## src/rtl/acc_res_norm_pkg.sv

```systemverilog
`default_nettype none
// ============================================================================
// Module   : fixp_acc_pkg
// Purpose  : Shared widths and packet types for the accumulator result path.
// Revision : 1.0
// ============================================================================
package fixp_acc_pkg;
   localparam int ACC_W       = 256;
   localparam int FRAC_BITS   = 128;
   localparam int CS_W        = 8;
   localparam int FP32_BIAS   = 127;
   localparam int FP32_MANT_W = 23;

   typedef struct packed {
      logic [CS_W-1:0]  cs;
      logic [ACC_W-1:0] acc;
   } res_pkt_t;

   typedef struct packed {
      logic [CS_W-1:0] cs;
      logic [31:0]     fp32;
   } fp_pkt_t;
endpackage
`default_nettype wire

```

## src/rtl/acc_res_norm_lzc.sv

```systemverilog
`default_nettype none
// ============================================================================
// Module   : acc_lzc
// Purpose  : Combinational tree leading-one detector (position + zero flag).
// Revision : 1.0
// ============================================================================
module acc_lzc #(
   parameter int W = 257
) (
   input  logic [W-1:0]         data_i,
   output logic [$clog2(W)-1:0] pos_o,
   output logic                 zero_o
);
   localparam int LV = $clog2(W);
   localparam int N  = 1 << LV;

   logic [N-1:0] w_pad;
   assign w_pad = N'(data_i);

   // Each level merges sibling pairs in place; the upper child wins and
   // contributes bit k of the position.
   always_comb begin
      logic          vld [N];
      logic [LV-1:0] pos [N];
      for (int i = 0; i < N; i++) begin
         vld[i] = w_pad[i];
         pos[i] = '0;
      end
      for (int k = 0; k < LV; k++) begin
         for (int j = 0; j < (N >> (k + 1)); j++) begin
            pos[j] = vld[2*j+1] ? (pos[2*j+1] | (LV'(1) << k)) : pos[2*j];
            vld[j] = vld[2*j+1] | vld[2*j];
         end
      end
      pos_o  = pos[0];
      zero_o = ~vld[0];
   end
endmodule
`default_nettype wire

```

## src/rtl/acc_res_norm.sv

```systemverilog
`default_nettype none
// ============================================================================
// Module   : acc_res_norm
// Purpose  : 3-stage fixed-point sum to FP32 (RNE, flush-to-zero) converter.
//            Optional ACC_NORM_STATS_EN adds overflow/underflow counters.
// Revision : 1.0
// ============================================================================
module acc_res_norm #(
   parameter int ACC_W     = fixp_acc_pkg::ACC_W,
   parameter int FRAC_BITS = fixp_acc_pkg::FRAC_BITS,
   parameter int CS_W      = fixp_acc_pkg::CS_W
) (
   input  logic                  clk,
   input  logic                  rst,
`ifdef ACC_NORM_STATS_EN
   input  logic                  stats_clr_i,
   output logic [15:0]           ovf_cnt_o,
   output logic [15:0]           unf_cnt_o,
`endif
   input  logic [CS_W+ACC_W-1:0] res_pkt_tdata_i,
   input  logic                  res_pkt_tvalid_i,
   output logic                  res_pkt_tready_o,
   output logic [CS_W+31:0]      fp_out_tdata_o,
   output logic                  fp_out_tvalid_o,
   input  logic                  fp_out_tready_i
);
   import fixp_acc_pkg::*;

   localparam int MW = ACC_W + 1;
   localparam int PW = $clog2(MW);

   logic v1_q, v2_q, v3_q;
   logic ld1, ld2, ld3;

   assign ld3 = ~v3_q | fp_out_tready_i;
   assign ld2 = ~v2_q | ld3;
   assign ld1 = ~v1_q | ld2;
   assign res_pkt_tready_o = ld1;

   always_ff @(posedge clk) begin
      if (rst) begin
         v1_q <= 1'b0;
         v2_q <= 1'b0;
         v3_q <= 1'b0;
      end else begin
         if (ld1) v1_q <= res_pkt_tvalid_i;
         if (ld2) v2_q <= v1_q;
         if (ld3) v3_q <= v2_q;
      end
   end

   // S1: magnitude one bit wider than the sum so the most negative value is exact
   logic [ACC_W-1:0] w_acc;
   logic [MW-1:0]    w_sext, w_mag1_d;
   logic [CS_W-1:0]  cs1_q;
   logic             sign1_q;
   logic [MW-1:0]    mag1_q;

   assign w_acc    = res_pkt_tdata_i[ACC_W-1:0];
   assign w_sext   = {w_acc[ACC_W-1], w_acc};
   assign w_mag1_d = w_acc[ACC_W-1] ? (~w_sext + MW'(1)) : w_sext;

   always_ff @(posedge clk) begin
      if (ld1) begin
         cs1_q   <= res_pkt_tdata_i[CS_W+ACC_W-1 -: CS_W];
         sign1_q <= w_acc[ACC_W-1];
         mag1_q  <= w_mag1_d;
      end
   end

   // S2: leading-one search
   logic [PW-1:0]   w_pos;
   logic            w_zero;
   logic [CS_W-1:0] cs2_q;
   logic            sign2_q, zero2_q;
   logic [MW-1:0]   mag2_q;
   logic [PW-1:0]   pos2_q;

   acc_lzc #(.W(MW)) u_lzc (
      .data_i (mag1_q),
      .pos_o  (w_pos),
      .zero_o (w_zero)
   );

   always_ff @(posedge clk) begin
      if (ld2) begin
         cs2_q   <= cs1_q;
         sign2_q <= sign1_q;
         mag2_q  <= mag1_q;
         pos2_q  <= w_pos;
         zero2_q <= w_zero;
      end
   end

   // S3: the leading one is shifted out past the top, leaving the fraction
   // bits aligned at ACC_W-1 followed by guard and sticky.
   logic [PW-1:0]             w_sh;
   logic [ACC_W-1:0]          w_norm;
   logic [FP32_MANT_W-1:0]    w_mant;
   logic                      w_guard, w_sticky, w_rnd;
   logic [FP32_MANT_W:0]      w_mant_inc;
   logic signed [15:0]        w_exp;
   logic                      w_ovf, w_unf;
   logic [31:0]               w_fp32;
   logic [CS_W+31:0]          out_q;

   assign w_sh       = PW'(ACC_W) - pos2_q;
   assign w_norm     = ACC_W'(mag2_q << w_sh);
   assign w_mant     = w_norm[ACC_W-1 -: FP32_MANT_W];
   assign w_guard    = w_norm[ACC_W-FP32_MANT_W-1];
   assign w_sticky   = |w_norm[ACC_W-FP32_MANT_W-2:0];
   assign w_rnd      = w_guard & (w_sticky | w_mant[0]);
   assign w_mant_inc = {1'b0, w_mant} + (FP32_MANT_W+1)'(w_rnd);
   assign w_exp      = 16'(pos2_q) + 16'(FP32_BIAS - FRAC_BITS) + 16'(w_mant_inc[FP32_MANT_W]);
   assign w_ovf      = ~zero2_q & (w_exp >= 16'sd255);
   assign w_unf      = ~zero2_q & (w_exp <= 16'sd0);

   always_comb begin
      w_fp32 = {sign2_q, w_exp[7:0], w_mant_inc[FP32_MANT_W-1:0]};
      if (zero2_q)     w_fp32 = 32'h0000_0000;
      else if (w_ovf)  w_fp32 = {sign2_q, 8'hFF, 23'd0};
      else if (w_unf)  w_fp32 = {sign2_q, 31'd0};
   end

   always_ff @(posedge clk) begin
      if (rst)      out_q <= '0;
      else if (ld3) out_q <= {cs2_q, w_fp32};
   end

   assign fp_out_tdata_o  = out_q;
   assign fp_out_tvalid_o = v3_q;

`ifdef ACC_NORM_STATS_EN
   logic        ovf3_q, unf3_q;
   logic [15:0] ovf_cnt_q, unf_cnt_q;
   logic        w_leave;

   assign w_leave = v3_q & fp_out_tready_i;

   always_ff @(posedge clk) begin
      if (rst) begin
         ovf3_q <= 1'b0;
         unf3_q <= 1'b0;
      end else if (ld3) begin
         ovf3_q <= v2_q & w_ovf;
         unf3_q <= v2_q & w_unf;
      end
   end

   always_ff @(posedge clk) begin
      if (rst || stats_clr_i) begin
         ovf_cnt_q <= '0;
         unf_cnt_q <= '0;
      end else begin
         if (w_leave && ovf3_q && ovf_cnt_q != 16'hFFFF) ovf_cnt_q <= ovf_cnt_q + 16'd1;
         if (w_leave && unf3_q && unf_cnt_q != 16'hFFFF) unf_cnt_q <= unf_cnt_q + 16'd1;
      end
   end

   assign ovf_cnt_o = ovf_cnt_q;
   assign unf_cnt_o = unf_cnt_q;
`endif
endmodule
`default_nettype wire

```

## config.mk

```make
export PLATFORM = sky130hd
export DESIGN_NAME = acc_res_norm
export DESIGN_NICKNAME = d
export VERILOG_FILES = /design/src/rtl/acc_res_norm_pkg.sv /design/src/rtl/acc_res_norm_lzc.sv /design/src/rtl/acc_res_norm.sv
export SDC_FILE = /design/constraint.sdc
export NUM_CORES = 2
export LEC_CHECK = 0
export CORE_AREA = 4 4 344 346
export CTS_CLUSTER_SIZE = 8
export DETAILED_ROUTE_END_ITERATION = 10
export DIE_AREA = 0 0 348 350
export PLACE_DENSITY = 0.65
export SYNTH_ARGS = -nofsm -noshare
export SYNTH_HDL_FRONTEND = slang
export SYNTH_SLANG_ARGS = --single-unit
export TNS_END_PERCENT = 20
```

## constraint.sdc

```tcl
create_clock -name clk -period 11.1 [get_ports clk]
set_input_delay 2.22 -clock clk [delete_from_list [all_inputs] [get_ports clk]]
set_output_delay 2.22 -clock clk [all_outputs]
set_load 0.05 [all_outputs]
```

After elaboration in Yosys (flattened, before gate mapping) --
Cells that the tools add are included.
Word-level totals: register bits after elaboration 585, bits of input ports 268, output and inout bits 42, logic and storage cells 550
Operators by class: add/sub/neg operators 5, $lt $le $gt $ge 2, shift operators 1, multiplexer cells 259, bitwise operators 269, reduce and logical (&&, ||, !) cells 1
Operators with widths (count):
- 2-to-1 mux 9 bit | 127
- OR 1 bit | 260
- adder 257 x 1 -> 257 bit, second input constant | 1
- inverter 257 bit | 1
- left shift 257 x 9 -> 256 bit | 1
- 2-to-1 mux 255 bit | 1
- OR reduction 232 bit | 1
- 2-to-1 mux 1 bit | 128
- 2-to-1 mux 31 bit | 2
- 2-to-1 mux 32 bit | 1
- adder 23 x 1 -> 24 bit | 1
- adder 11 x 2 -> 12 bit | 1
- greater-or-equal comparator 12 x 9 -> 1 bit, second input constant | 1
- less-or-equal comparator 12 x 1 -> 1 bit, second input constant | 1
- adder 10 x 1 -> 11 bit, second input constant | 1
- subtractor 9 bit, first input constant | 1
- inverter 1 bit | 5
- AND 1 bit | 3

Longest topological paths before layout --
depth in word-level cells 12, mapped depth 47, depth with buffers taken out 28

By module --
Synthesis repeated with hierarchy kept, for this count alone.
Unflattened totals: cells, all modules 5207, area, all modules 52630.5 µm²
By module, submodules not included:
- acc_res_norm | times used 1, cells each 4703, area each 49617.6 µm², sequential area each 17106.4 µm²
- acc_lzc | times used 1, cells each 504, area each 3012.9 µm², sequential area each 0.0 µm²

Worst setup path before layout --
OpenSTA, ideal clock, no wires.
kind input to register, start point in fp_out_tready_i, end point reg cs1_q[0] (enable), setup time 2.842 ns, arrival 8.968 ns, required time 8.258 ns, path slack -0.709 ns, cell stages on the path 3, buffers on the path 1, cell sequence nor2b_1 > clkbuf_1 > nand3_1
Between the ends: longest elaborated chain between the ends 3
RTL lines:
- from (decl) | line acc_res_norm.sv:25 | input logic fp_out_tready_i
- OR 1 bit | line acc_res_norm.sv:35 | assign ld3 = ~v3_q | fp_out_tready_i;
- OR 1 bit | line acc_res_norm.sv:36 | assign ld2 = ~v2_q | ld3;
- OR 1 bit | line acc_res_norm.sv:37 | assign ld1 = ~v1_q | ld2;
- via res_pkt_tready_o | line acc_res_norm.sv:22 | output logic res_pkt_tready_o,
- to (signal assigned) | line acc_res_norm.sv:65 | cs1_q <= res_pkt_tdata_i[CS_W+ACC_W-1 -: CS_W];
- to (decl) | line acc_res_norm.sv:55 | logic [CS_W-1:0] cs1_q;
The timed path passes the listed nets, and every way through them passes these cells. A chain may end at the register's enable or synchronous reset.

Worst setup path after layout --
start point reg pos2_q[0], end point reg out_q[0], in the netlist fp_out_tdata_o[0]
Between the ends: longest elaborated chain between the ends 12, elaborated cells on any way between the ends 15, those cells by class 4 x add/sub; 2 x order compare; 1 x shift; 3 x mux; 4 x bitwise; 1 x reduce/logical
RTL lines:
- from (decl) | line acc_res_norm.sv:77 | logic [PW-1:0] pos2_q;
- from (signal assigned) | line acc_res_norm.sv:90 | pos2_q <= w_pos;
- subtractor 9 bit | line acc_res_norm.sv:107 | assign w_sh = PW'(ACC_W) - pos2_q;
- left shift 257 x 9 -> 256 bit | line acc_res_norm.sv:108 | assign w_norm = ACC_W'(mag2_q << w_sh);
- OR reduction 232 bit | line acc_res_norm.sv:111 | assign w_sticky = |w_norm[ACC_W-FP32_MANT_W-2:0];
- OR 1 bit | line acc_res_norm.sv:112 | assign w_rnd = w_guard & (w_sticky | w_mant[0]);
- AND 1 bit | line acc_res_norm.sv:112
- adder 23 x 1 -> 24 bit | line acc_res_norm.sv:113 | assign w_mant_inc = {1'b0, w_mant} + (FP32_MANT_W+1)'(w_rnd);
- adder 11 x 2 -> 12 bit | line acc_res_norm.sv:114 | assign w_exp = 16'(pos2_q) + 16'(FP32_BIAS - FRAC_BITS) + 16'(w_mant_inc[FP32_MANT_W]);
- less-or-equal comparator 12 x 1 -> 1 bit | line acc_res_norm.sv:116 | assign w_unf = ~zero2_q & (w_exp <= 16'sd0);
- AND 1 bit | line acc_res_norm.sv:116
- 2-to-1 mux 31 bit | line acc_res_norm.sv:122 | else if (w_unf) w_fp32 = {sign2_q, 31'd0};
- 2-to-1 mux 31 bit (*) | line acc_res_norm.sv:121 | else if (w_ovf) w_fp32 = {sign2_q, 8'hFF, 23'd0};
- 2-to-1 mux 32 bit (*) | line acc_res_norm.sv:120 | if (zero2_q) w_fp32 = 32'h0000_0000;
- to (signal assigned) | line acc_res_norm.sv:127 | else if (ld3) out_q <= {cs2_q, w_fp32};
- to (decl) | line acc_res_norm.sv:105 | logic [CS_W+31:0] out_q;
Every way passes the cells marked *; elsewhere a longest branch is shown, timed or not.

==> metrics.md <==
| Metric | Value |
|---|---|
| Clock skew | `91.55 ps` |
| PwrDens | `176.9 mW/mm²` |
| Arr. time, crit path | `10330 ps` |
| CTS tree | `built` |
| Register area share after synthesis | `0.3253` |
| Most area-consuming cells after synthesis | `edfxtp_1 (31%), mux4_2 (13%), mux2i_1 (7.2%)` |
| Layout cell share with drive strength beyond 1 | `0.1489` |
| Mapped Area | `0.05258 mm²` |
| Top-Level Pins | `310` |
| Largest family of logic cells by synthesized area | `multiplexers` |
| Maximum vdd drop | `around 0.14 mV` |
| Outcome | `complete, but fails checks` |
| # DRC | `0` |
| CTS clock-pin slew for the worst setup and hold paths | `around 80 ps` |
| Maxcap violations | `1` |
| Fin area | `approximately 0.06 mm²` |
| Post-DP Area | `0.05691 mm²` |
| Cts repair resizes | `0` |
| Clock power share | `0.229` |
| Slowest-stage cell, CP | `a211oi_1` |
| Max-slew headroom | `0.01423` |
| Grt total ovfl | `0` |
| Area Overhead vs Synth | `12.82%` |
| Final Cycle Share | `0.8733` |
| DR vias | `roughly 51000` |
| Core ar. | `approximately 0.12 mm²` |
| Synth Area per Inst | `about 10 µm²` |
| Hold crit path type | `flip-flop to flip-flop` |
| Vias/cell | `7.164` |
| Maximum clock rate | `0.1032 GHz` |
| Top FF cell, synth | `edfxtp_1` |
| Path depth of the worst reg2reg path | `28` |
| Synthesized net count | `5633` |
| Antenna-violating nets left | `0` |
| Final #Nets | `~5800` |
| Flop-to-flop setup slack | `1410 ps` |
| Xor and xnor area share after synthesis | `0.04797` |
| Clock tree buffer depth | `3` |
| Total CTS buffers | `84` |
| Die Width | `348 µm` |
| First-pass GRT wire length | `343100 µm` |
| Synth Register Bits | `just under 600` |
| Reg2Reg Capture Point | `fp_out_tdata_o[0]` |
| DP Wirelength | `190600 µm` |
| Post-Synth Simple-Gate Area | `0.1758` |
| CP Launch Type | `flip-flop` |
| Root buf cell | `clkbuf_16` |
| Failing checks | `max-capacitance violations` |
| Largest net degree at the start of global routing | `171` |
| Initial antenna violation count | `10` |
| Post-synth EDFFs | `around 540` |
| Mux contribution to synthesized area | `0.2353` |
| Int Pwr | `5.922 mW` |
| Die Height | `350 µm` |
| Sw Ratio | `0.4357` |
| Final setup vio count | `0` |
| Slew Viols, Final | `0` |
| Port Buffers | `309` |
| Total wire length | `242100 µm` |
| H-tree depth | `3` |
| Part of the power in registers | `0.284` |
| Yosys warnings | `0` |
| R2r startpoint | `pos2_q[0]` |
| Combinational Power Share | `0.487` |
| Largest fanout on the critical path | `57` |
| Switch Pwr | `4.572 mW` |
| CP endpoint kind | `flip-flop` |
| Final Non-Filler Cells | `7073` |
| Minimum clock period | `9693 ps` |
| Syn Inst Count | `5360` |
| Row count | `125` |
| Yosys cell types | `112` |
| DR WL/cell | `roughly 34 µm` |
| Critical Path Sink | `fp_out_tdata_o[0]` |
| Top-count cell post-synth | `edfxtp_1` |
| Synth Area in Compound Gates | `0.1686` |
| TNS Setup | `0 ps` |
| Drt pass-1 iters | `10` |
| Worst Setup SP | `pos2_q[0]` |
| Vias in the first global route | `46464` |
| Commonest cells in the netlist | `edfxtp_1 (541), nand2_1 (517), nor2_1 (454)` |
| CP max stage delay | `~900 ps` |
| Worst EP required | `approximately 12000 ps` |
| Post-CTS Setup Repair Bufs | `0` |
| All-Layer GR Usage | `0.3842` |
| 1st-iter DRT viols | `about 8000` |
| Static Leak | `about 20 nW` |
| CTS Hold Buffers Added | `0` |
| Critical path class | `flip-flop to flip-flop` |
| Clock sink total | `just under 600` |
| Dominant cell type by area after synthesis | `edfxtp_1` |
| Starting Density | `0.4556` |
| Worst skew pair latency | `720 ps` |
| RSZ-0062 raised after global routing | `no` |
| Synth top area share | `0.3089` |
| Async set-reset flop share out of synthesis | `0` |
| Post-Synth Adder-Cell Area | `0.001190` |
| Die ar. | `0.1218 mm²` |
| Post-Place Cells | `6954` |
| GPL Wtd Cong | `1.066` |
| Final hold violations | `0` |
| Worst Max-Slew Pin Slew | `1460 ps` |
[cell families (layout without fill, tap and decap cells)]
group / count (synthesis) / after routing
compound gates: 1299 / 1299
xor+xnor: 285 / 285
fa+ha+maj: 5 / 5
buf+inv: 465 / 647
flops: 584 / 584
mux: 843 / 843
other cells: 1 / 8
simple gates: 1878 / 1878
[cell usage in the layout, fill, tap and decap left out, drive strengths merged, types with 73 or more instances in the layout]
cell type / synthesis / routed
o31ai: 96 / 96
xnor2: 265 / 265
or3: 73 / 73
clkbuf: 131 / 106
edfxtp: 541 / 541
a21oi: 242 / 242
buf: 250 / 143
nand2: 518 / 518
mux2i: 378 / 378
clkdlybuf4s50: 0 / 308
nor3: 176 / 176
nor2: 454 / 454
mux2: 168 / 168
nand3: 193 / 193
mux4: 297 / 297
nor4: 101 / 101
inv: 83 / 84
o21ai: 300 / 300
[worst max-delay path, delay by kind of cell (launching register included)]
family | cells | cell delay (ps)
AOI/OAI and AO/OA | 7 | 1920
xor gates and xnor gates | 1 | 240
adders and majority gates | 3 | 1370
buffers and inverters | 3 | 870
DFF | 1 | 760
muxes | 4 | 1450
and+or+nand+nor | 10 | 2830
[layer usage]
layer  share of wire  track usage  vias up  wire [µm]
li1                -            -    21459          -
met1            0.42       0.5690    24763     102600
met2            0.39       0.5082     3850      93880
met3            0.14       0.1297      598      33900
met4           0.048       0.1565        0      11700
met5               0            0        -          0
[worst min-delay path by stage]
stage / startpoint / end / slack, ps / cells past startpoint
after global placement: cs1_q[3] / cs2_q[3] / 400 / 0
after global routing: cs1_q[3] / cs2_q[3] / 430 / 0
after CTS: cs1_q[4] / cs2_q[4] / 420 / 0
after detailed placement: cs1_q[4] / cs2_q[4] / 400 / 0
after floorplan: cs1_q[0] / cs2_q[0] / 400 / 0
final: cs1_q[4] / cs2_q[4] / 420 / 0
[through the flow]
stage	setup WS, ps	util	hold slack (ps)	total power [mW]
final	1407	0.5140	415.7	10.49
after global routing	1113	0.5138	432.8	10.76
after CTS	1697	0.5138	416.5	10.23
after detailed placement	1753	0.4930	404.5	7.815
after global placement	1946	0.4930	403.4	7.833
after floorplan	1491	-	400.3	5.964
[final cells by class]
type | instances | area (µm²)
antenna | 7 | 17.52
clock buffer | 106 | 2268
clock inverter | 6 | 131.4
fill | 10486 | 56100
inverter | 84 | 320.3
multi-input combinational | 4311 | 33250
sequential | 584 | 17110
tap | 1524 | 1907
timing repair buffer | 451 | 4323
[sequential cells by signal, indices dropped and copies added, names as in the netlist]
signal,cells
mag1_q,257
sign1_q,1
zero2_q,1
mag2_q,256
cs1_q,8
fp_out_tdata_o,40
pos2_q,9
fp_out_tvalid_o,1
v2_q,1
v1_q,1
sign2_q,1
cs2_q,8
[power groups by stage]
stage / registers [mW] / clock network [mW] / logic [mW]
floorplan: 2.88 / 0 / 3.09
global placement: 2.99 / 0 / 4.84
detailed placement: 3.00 / 0 / 4.82
CTS: 2.96 / 2.43 / 4.83
global route: 3.00 / 2.54 / 5.22
finish: 2.98 / 2.40 / 5.11
Note: power is estimated with default switching activity, not from simulation.
